File: config.mk
export PLATFORM = sky130hd
export DESIGN_NAME = sc_lane_spawner_flat
export DESIGN_NICKNAME = d
export VERILOG_FILES = /design/src/rtl/sc_lane_spawner_pkg.sv /design/src/rtl/sc_lane_spawner_if.sv /design/src/rtl/sc_lane_shiftreg.sv /design/src/rtl/sc_lane_spawner.sv /design/src/flat_wrapper.sv
export SDC_FILE = /design/constraint.sdc
export NUM_CORES = 1
export LEC_CHECK = 0
export CORE_UTILIZATION = 54
export CTS_CLUSTER_SIZE = 14
export DETAILED_ROUTE_END_ITERATION = 16
export PLACE_DENSITY_LB_ADDON = 0.2
export SLEW_MARGIN = 10
export SYNTH_ARGS = -nofsm -noshare
export SYNTH_HDL_FRONTEND = slang
export SYNTH_SLANG_ARGS = --single-unit
File: constraint.sdc
create_clock -name clock -period 3 [get_ports clock]
set_input_delay 0.6 -clock clock [delete_from_list [all_inputs] [get_ports clock]]
set_output_delay 0.6 -clock clock [all_outputs]
set_load 0.05 [all_outputs]
File: src/rtl/sc_lane_spawner_pkg.sv
// Shared lane-spawner definitions: state encodings, lane default, rnd field positions.
package sc_lane_spawner_pkg;

  localparam int unsigned LANE_WIDTH_DEF = 8;

  localparam logic [1:0] GAP = 2'd0;
  localparam logic [1:0] CAR = 2'd1;

  localparam int unsigned GAP_LSB = 1;
  localparam int unsigned GAP_MSB = 3;
  localparam int unsigned LEN_LSB = 4;
  localparam int unsigned LEN_MSB = 5;

  function automatic logic [4:0] calc_gap_len(input logic [2:0] field, input int unsigned min_gap);
    return 5'(min_gap) + {2'b00, field};
  endfunction

  function automatic logic [4:0] calc_car_len(input logic [1:0] field, input int unsigned max_len);
    logic [4:0] len;
    len = 5'd1 + {3'b000, field};
    return (len > 5'(max_len)) ? 5'(max_len) : len;
  endfunction

endpackage

File: src/rtl/sc_lane_spawner_if.sv
// Lane spawner handshake bundle; stats outputs exist only with SC_LANE_SPAWNER_STATS_EN.
interface sc_lane_spawner_if #(
  parameter int unsigned DATAWIDTH_BUS = 8,
  parameter int unsigned LANE_WIDTH    = 8
);
  logic                     enable;
  logic                     shift_tick;
  logic [DATAWIDTH_BUS-1:0] rnd_in;
  logic [LANE_WIDTH-1:0]    lane_out;
  logic                     spawn_pulse;
  logic [1:0]               state_out;
`ifdef SC_LANE_SPAWNER_STATS_EN
  logic [7:0]               car_count;
  logic [3:0]               max_gap_seen;

  modport master (output enable, shift_tick, rnd_in,
                  input  lane_out, spawn_pulse, state_out, car_count, max_gap_seen);
  modport slave  (input  enable, shift_tick, rnd_in,
                  output lane_out, spawn_pulse, state_out, car_count, max_gap_seen);
`else
  modport master (output enable, shift_tick, rnd_in,
                  input  lane_out, spawn_pulse, state_out);
  modport slave  (input  enable, shift_tick, rnd_in,
                  output lane_out, spawn_pulse, state_out);
`endif
endinterface

File: src/rtl/sc_lane_shiftreg.sv
// Lane occupancy row: shifts one column per enabled cycle, serial entry at the direction's edge.
module sc_lane_shiftreg #(
  parameter int unsigned WIDTH     = 8,
  parameter int unsigned DIRECTION = 0
) (
  input  logic             clock,
  input  logic             reset,
  input  logic             shift_en,
  input  logic             entry_bit,
  output logic [WIDTH-1:0] row
);

  logic [WIDTH-1:0] row_next;

  generate
    if (DIRECTION == 0) begin : g_left
      assign row_next = {row[WIDTH-2:0], entry_bit};
    end else begin : g_right
      assign row_next = {entry_bit, row[WIDTH-1:1]};
    end
  endgenerate

  always_ff @(posedge clock or negedge reset) begin
    if (!reset) begin
      row <= '0;
    end else if (shift_en) begin
      row <= row_next;
    end
  end

endmodule

File: src/rtl/sc_lane_spawner.sv
// Road-lane traffic spawner: GAP/CAR FSM feeding a shifting occupancy row.
// Optional stats (car_count, max_gap_seen) enabled by defining SC_LANE_SPAWNER_STATS_EN.
module sc_lane_spawner
  import sc_lane_spawner_pkg::*;
#(
  parameter int unsigned DATAWIDTH_BUS = 8,
  parameter int unsigned LANE_WIDTH    = LANE_WIDTH_DEF,
  parameter int unsigned MIN_GAP       = 2,
  parameter int unsigned MAX_LEN       = 3,
  parameter int unsigned DIRECTION     = 0
) (
  input  logic               clock,
  input  logic               reset,
  sc_lane_spawner_if.slave   bus
);

  logic [1:0] state;
  logic [4:0] gap_cnt;
  logic [4:0] len_cnt;
  logic       first;
  logic       spawn_q;
  logic       step;
  logic       entry_bit;
  logic [4:0] gap_len;
  logic [4:0] car_len;
  logic       unused_rnd;

  assign step      = bus.enable & bus.shift_tick;
  assign entry_bit = (state == CAR);
  assign gap_len   = calc_gap_len(bus.rnd_in[GAP_MSB:GAP_LSB], MIN_GAP);
  assign car_len   = calc_car_len(bus.rnd_in[LEN_MSB:LEN_LSB], MAX_LEN);
  assign unused_rnd = ^{bus.rnd_in[0], bus.rnd_in[DATAWIDTH_BUS-1:LEN_MSB+1]};

  sc_lane_shiftreg #(
    .WIDTH     (LANE_WIDTH),
    .DIRECTION (DIRECTION)
  ) u_row (
    .clock     (clock),
    .reset     (reset),
    .shift_en  (step),
    .entry_bit (entry_bit),
    .row       (bus.lane_out)
  );

  // A zero gap_cnt is unreachable; treating it like 1 keeps the FSM from stalling.
  always_ff @(posedge clock or negedge reset) begin
    if (!reset) begin
      state   <= GAP;
      gap_cnt <= 5'(MIN_GAP);
      len_cnt <= '0;
      first   <= 1'b0;
      spawn_q <= 1'b0;
    end else begin
      spawn_q <= 1'b0;
      if (step) begin
        case (state)
          GAP: begin
            if (gap_cnt > 5'd1) begin
              gap_cnt <= gap_cnt - 5'd1;
            end else begin
              len_cnt <= car_len;
              first   <= 1'b1;
              state   <= CAR;
            end
          end
          CAR: begin
            spawn_q <= first;
            first   <= 1'b0;
            if (len_cnt > 5'd1) begin
              len_cnt <= len_cnt - 5'd1;
            end else begin
              gap_cnt <= gap_len;
              state   <= GAP;
            end
          end
          default: begin
            state   <= GAP;
            gap_cnt <= 5'(MIN_GAP);
            first   <= 1'b0;
          end
        endcase
      end
    end
  end

  assign bus.spawn_pulse = spawn_q;
  assign bus.state_out   = state;

`ifdef SC_LANE_SPAWNER_STATS_EN
  logic [7:0] car_count;
  logic [3:0] max_gap_seen;

  // Counts on the first CAR step, so the count updates together with spawn_pulse.
  always_ff @(posedge clock or negedge reset) begin
    if (!reset) begin
      car_count    <= '0;
      max_gap_seen <= '0;
    end else if (step && state == CAR) begin
      if (first) begin
        car_count <= car_count + 8'd1;
      end
      if (len_cnt <= 5'd1 && gap_len > {1'b0, max_gap_seen}) begin
        max_gap_seen <= (gap_len > 5'd15) ? 4'd15 : gap_len[3:0];
      end
    end
  end

  assign bus.car_count    = car_count;
  assign bus.max_gap_seen = max_gap_seen;
`endif

endmodule

File: src/flat_wrapper.sv
// flat-port wrapper written by rule: the top's interface ports become plain ports
module sc_lane_spawner_flat import sc_lane_spawner_pkg::*;
#(
  parameter int unsigned DATAWIDTH_BUS = 8,
  parameter int unsigned LANE_WIDTH    = LANE_WIDTH_DEF,
  parameter int unsigned MIN_GAP       = 2,
  parameter int unsigned MAX_LEN       = 3,
  parameter int unsigned DIRECTION     = 0
)
  (clock, reset, bus_enable, bus_shift_tick, bus_rnd_in, bus_lane_out, bus_spawn_pulse, bus_state_out);
  sc_lane_spawner_if #(.DATAWIDTH_BUS(DATAWIDTH_BUS), .LANE_WIDTH(LANE_WIDTH)) bus_i ();
  input  logic clock;
  input  logic reset;
  input wire logic [$bits(bus_i.enable)-1:0] bus_enable;
  input wire logic [$bits(bus_i.shift_tick)-1:0] bus_shift_tick;
  input wire logic [$bits(bus_i.rnd_in)-1:0] bus_rnd_in;
  output wire logic [$bits(bus_i.lane_out)-1:0] bus_lane_out;
  output wire logic [$bits(bus_i.spawn_pulse)-1:0] bus_spawn_pulse;
  output wire logic [$bits(bus_i.state_out)-1:0] bus_state_out;
  assign bus_i.enable = bus_enable;
  assign bus_i.shift_tick = bus_shift_tick;
  assign bus_i.rnd_in = bus_rnd_in;
  assign bus_lane_out = bus_i.lane_out;
  assign bus_spawn_pulse = bus_i.spawn_pulse;
  assign bus_state_out = bus_i.state_out;
  sc_lane_spawner #(.DATAWIDTH_BUS(DATAWIDTH_BUS), .LANE_WIDTH(LANE_WIDTH), .MIN_GAP(MIN_GAP), .MAX_LEN(MAX_LEN), .DIRECTION(DIRECTION)) u_core (.clock(clock), .reset(reset), .bus(bus_i));
endmodule
==> report_table.html <==
<table>
<tr><th>Metric</th><th>Value</th></tr>
<tr><th colspan="2">Floorplan</th></tr>
<tr><td>Count of pins on the block boundary</td><td>23</td></tr>
<tr><td>Die extent in y</td><td>slightly below 50 um</td></tr>
<tr><td>Site Rows</td><td>16</td></tr>
<tr><td>Total die area</td><td>2420 um2</td></tr>
<tr><td>Floorplan Core Area</td><td>between 2000 and 2500 um2</td></tr>
<tr><td>Die extent in x</td><td>between 40 and 50 um</td></tr>
<tr><td>Initial core utilization</td><td>approximately three fifths</td></tr>
<tr><th colspan="2">Layout</th></tr>
<tr><td>Area growth, synth to finish</td><td>18.4%</td></tr>
<tr><td>NumNets Final</td><td>roughly 160</td></tr>
<tr><td>Number of diodes added for antenna fixing</td><td>0</td></tr>
<tr><td>Share of cells above drive strength 1</td><td>11.6%</td></tr>
<tr><td>Non-filler cells, final</td><td>approximately 170</td></tr>
<tr><th colspan="2">Clock tree</th></tr>
<tr><td>Post-cts repair resize count</td><td>0</td></tr>
<tr><td>Number of H-tree levels</td><td>1</td></tr>
<tr><td>TritonCTS Buffers</td><td>3</td></tr>
<tr><td>Clock root cell</td><td>clkbuf_4</td></tr>
<tr><td>Clock-pin slew of the registers on the worst-case setup and hold paths</td><td>0.12 ns</td></tr>
<tr><td>CTS tree</td><td>built</td></tr>
<tr><td>Deepest clock path buffer count</td><td>2</td></tr>
<tr><td>CTS Sinks</td><td>21</td></tr>
<tr><td>Setup Fix Bufs, Post-CTS</td><td>0</td></tr>
<tr><td>Hold-fix buffer count after cts</td><td>0</td></tr>
<tr><td>Clock latency of the later-clocked register in the worst-skew pair</td><td>approximately 0.31 ns</td></tr>
<tr><th colspan="2">Logic synthesis</th></tr>
<tr><td>Compound-gate portion of the synthesized area</td><td>a little under a fifth</td></tr>
<tr><td>Count of yosys warnings during synthesis</td><td>0</td></tr>
<tr><td>Dominant combinational cell family by area after synthesis</td><td>simple AND/OR/NAND/NOR gates</td></tr>
<tr><td>Mapped Avg Cell Area</td><td>9.31 um2</td></tr>
<tr><td>Cell area after technology mapping</td><td>between 1000 and 1500 um2</td></tr>
<tr><td>Xor and xnor fraction of the mapped netlist area</td><td>0%</td></tr>
<tr><td>Most used flip-flop cell after synthesis</td><td>dfrtp_1</td></tr>
<tr><td>Number of standard cells after synthesis</td><td>roughly 130</td></tr>
<tr><td>Post-synthesis share of cell area spent on and, or, nand and nor gates</td><td>a little under a quarter</td></tr>
<tr><td>Proportion of synthesized chip area in sequential cells</td><td>a little over two fifths</td></tr>
<tr><td>Mux share of post-synthesis cell area</td><td>approximately 2.6%</td></tr>
<tr><td>Synthesized flop and latch total</td><td>21</td></tr>
<tr><td>Adder and majority cell fraction of the synthesized area</td><td>5.21%</td></tr>
<tr><td>Number of flops mapped to enable cells by yosys</td><td>0</td></tr>
<tr><td>Async set-reset flop share out of synthesis</td><td>between 90% and 100%</td></tr>
<tr><td>Number of different library cells in the post-synthesis netlist</td><td>44</td></tr>
<tr><td>Synthesized netlist net count</td><td>146</td></tr>
<tr><th colspan="2">GRT</th></tr>
<tr><td>Pin count of the biggest net entering global routing</td><td>22</td></tr>
<tr><td>Via count of the first global-routing pass</td><td>just over 900</td></tr>
<tr><td>GR Overflow Total</td><td>0</td></tr>
<tr><td>Initial antenna violation count</td><td>0</td></tr>
<tr><td>Global-route wire length before repair</td><td>roughly 4.1 mm</td></tr>
<tr><td>Global router's overall resource usage</td><td>roughly 23%</td></tr>
<tr><th colspan="2">Detailed routing</th></tr>
<tr><td>Number of design-rule violations left by the first detailed-router iteration</td><td>21</td></tr>
<tr><td>Wire length after detailed routing</td><td>2.38 mm</td></tr>
<tr><td>Met1 Wirelength</td><td>between 1 and 1.5 mm</td></tr>
<tr><td>Met3 WL</td><td>approximately 74 um</td></tr>
<tr><td>Ratio of routed vias to standard cells</td><td>5.69</td></tr>
<tr><td>DRC violation count after routing</td><td>0</td></tr>
<tr><td>Number of iterations in the first detailed-routing pass</td><td>5</td></tr>
<tr><td>Average wire per standard cell</td><td>between 10 and 15 um</td></tr>
<tr><td>Vias</td><td>approximately 980</td></tr>
<tr><td>Met2 routed WL</td><td>around 1.2 mm</td></tr>
<tr><td>Final antenna-violating net count</td><td>0</td></tr>
<tr><td>Uppermost layer routed</td><td>met4</td></tr>
<tr><th colspan="2">Worst setup path</th></tr>
<tr><td>Worst-path fanout max</td><td>3</td></tr>
<tr><td>Arrival time of data at the critical path endpoint</td><td>1.51 ns</td></tr>
<tr><td>Crit-path cells</td><td>clkdlybuf4s50_1</td></tr>
<tr><td>Critical setup path kind</td><td>register to output port</td></tr>
<tr><td>Critical-path cell with the highest stage delay</td><td>clkdlybuf4s50_1</td></tr>
<tr><td>Critical path endpoint category</td><td>output port</td></tr>
<tr><td>Cell family contributing the most delay on the critical path</td><td>buffers and inverters</td></tr>
<tr><td>Startpoint type of the worst setup path</td><td>register</td></tr>
<tr><td>Number of buffers and inverters on the critical path</td><td>1</td></tr>
<tr><td>Maximum cell stage delay along the critical path</td><td>approximately 0.8 ns</td></tr>
<tr><td>Required @ worst endpoint</td><td>about 2.4 ns</td></tr>
<tr><th colspan="2">STA</th></tr>
<tr><td>Final-report setup violation count</td><td>0</td></tr>
<tr><td>RSZ-0062 raised after global routing</td><td>false</td></tr>
<tr><td>Share of the clock period used by the worst path</td><td>a little over 70%</td></tr>
<tr><td>Post-layout minimum cycle time</td><td>around 2.1 ns</td></tr>
<tr><td>Final hold violation count</td><td>0</td></tr>
<tr><td>Maximum frequency from static timing analysis</td><td>between 400 and 500 MHz</td></tr>
<tr><td>Final Skew</td><td>approximately 0.0058 ns</td></tr>
<tr><td>Final Slew Violations</td><td>0</td></tr>
<tr><td>Worst slew margin</td><td>between 60% and 70%</td></tr>
<tr><td>Transition time at the pin with the least slew margin</td><td>0.512 ns</td></tr>
<tr><td>Setup_tns</td><td>0 ns</td></tr>
<tr><th colspan="2">Placed design</th></tr>
<tr><td>Detailed Place HPWL</td><td>about 1.7 mm</td></tr>
<tr><td>Post-placement cell count</td><td>between 150 and 200</td></tr>
<tr><td>Final weighted congestion of routability-driven global placement</td><td>about 0.80</td></tr>
<tr><td>IO Port Bufs</td><td>18</td></tr>
<tr><th colspan="2">Power and ir drop</th></tr>
<tr><td>Power Density</td><td>between 900 and 1000 nW/um2</td></tr>
<tr><td>IR drop worst, VDD</td><td>roughly 0.65 mV</td></tr>
<tr><td>Static leakage power</td><td>0.637 nW</td></tr>
<tr><th colspan="2">Hold path</th></tr>
<tr><td>Class of the worst hold path</td><td>register to register</td></tr>
<tr><th colspan="2">Outcome</th></tr>
<tr><td>Outcome</td><td>complete, no violations</td></tr>
<tr><th colspan="2">Run</th></tr>
<tr><td>Max capacitance violation total</td><td>0</td></tr>
</table>
[flip-flops by register name (all words and copies together) (netlist names)]
signal	flops
u_core.bus.state_out	1
u_core.len_cnt	5
u_core.gap_cnt	5
u_core.u_row.row	8
u_core.first	1
u_core.bus.spawn_pulse	1
[cell type report]
class	instances	area (um2)
multi-input cells	93	607
fillers	163	599
flip-flops and latches	21	527
repair buffers	21	203
well taps	27	33.8
clock buffers	4	26.3
inverters	7	26.3
[per-layer routing]
layer	track usage, %	vias up
li1	-	486
met1	28.5	474
met2	37.9	20
met3	2.18	4
met4	11.8	0
met5	0	-
[worst paths after layout]
| path | startpoint | end | slack (ns) | cells after the start |
|---|---|---|---|---|
| max | u_core.u_row.row[4]$_DFFE_PN0P_ | bus_lane_out[4] | 0.89 | 1 |
| max reg2reg | u_core.gap_cnt[1]$_DFFE_PN1P_ | u_core.gap_cnt[3]$_DFFE_PN0P_ | 1.20 | 6 |
| min in group asynchronous | reset | u_core.len_cnt[4]$_DFFE_PN0P_ | 0.61 | 2 |
| min reg2reg | u_core.u_row.row[0]$_DFFE_PN0P_ | u_core.u_row.row[1]$_DFFE_PN0P_ | 0.50 | 2 |
| min | u_core.u_row.row[0]$_DFFE_PN0P_ | u_core.u_row.row[1]$_DFFE_PN0P_ | 0.50 | 2 |
| max in group asynchronous | reset | u_core.gap_cnt[1]$_DFFE_PN1P_ | 2.11 | 2 |
[kinds of logic (layout without fill, tap and decap cells)]
| group | count (synthesis) | after routing |
|---|---|---|
| flops | 21 | 21 |
| compound gates | 28 | 28 |
| buf+inv | 15 | 32 |
| fa+ha+maj | 5 | 5 |
| other cells | 1 | 1 |
| simple gates | 56 | 56 |
| mux | 3 | 3 |
[stage by stage]
stage | worst slack [ns] | total power, mW | hold WS (ns) | util, % | instance area [um2]
after floorplan | 1.35 | 1.04 | 0.304 | - | 1200
after global placement | 0.791 | 1.19 | 0.459 | 69.1 | 1400
after detailed placement | 0.717 | 1.23 | 0.483 | 69.1 | 1400
after CTS | 0.880 | 1.37 | 0.506 | 70.4 | 1420
after global routing | 0.838 | 1.46 | 0.544 | 70.4 | 1420
final | 0.885 | 1.36 | 0.504 | 70.4 | 1420
[cells in the final DEF, fill, tap and decap left out, drive strengths merged, types with 2 or more instances in the layout]
master          n
a211oi          4
a21oi           3
a221oi          2
a22o            3
and2            3
and3            2
buf             3
clkbuf          4
clkdlybuf4s50  18
dfrtp          20
ha              5
inv             7
mux2i           2
nand2          28
nand2b          2
nand3           5
nor2            4
nor3            6
o21ai           4
o21bai          2
o22ai           3
or3b            2
[Yosys cell counts, drive strengths merged (2+ instances only)]
master / n / area [um2]
nand2: 28 / 105
inv: 7 / 26.3
dfrtp: 20 / 500
nand3: 5 / 25.0
nor2: 4 / 15.0
nor3: 6 / 46.3
o21bai: 2 / 18.8
or3b: 2 / 17.5
and3: 2 / 12.5
o21ai: 4 / 20.0
a221oi: 2 / 23.8
o22ai: 3 / 18.8
mux2i: 2 / 20.0
clkbuf: 4 / 15.0
nand2b: 2 / 12.5
a22o: 3 / 27.5
ha: 5 / 62.6
buf: 4 / 26.3
a211oi: 4 / 40.0
a21oi: 3 / 18.8
and2: 3 / 18.8
[report_power, final]
group / switching (mW) / internal (mW) / total [mW]
logic: 0.407 / 0.289 / 0.696
clock network: 0.0890 / 0.0521 / 0.141
registers: 0.126 / 0.400 / 0.525
total: 0.622 / 0.740 / 1.36
Power figures use the tool's default switching activity.
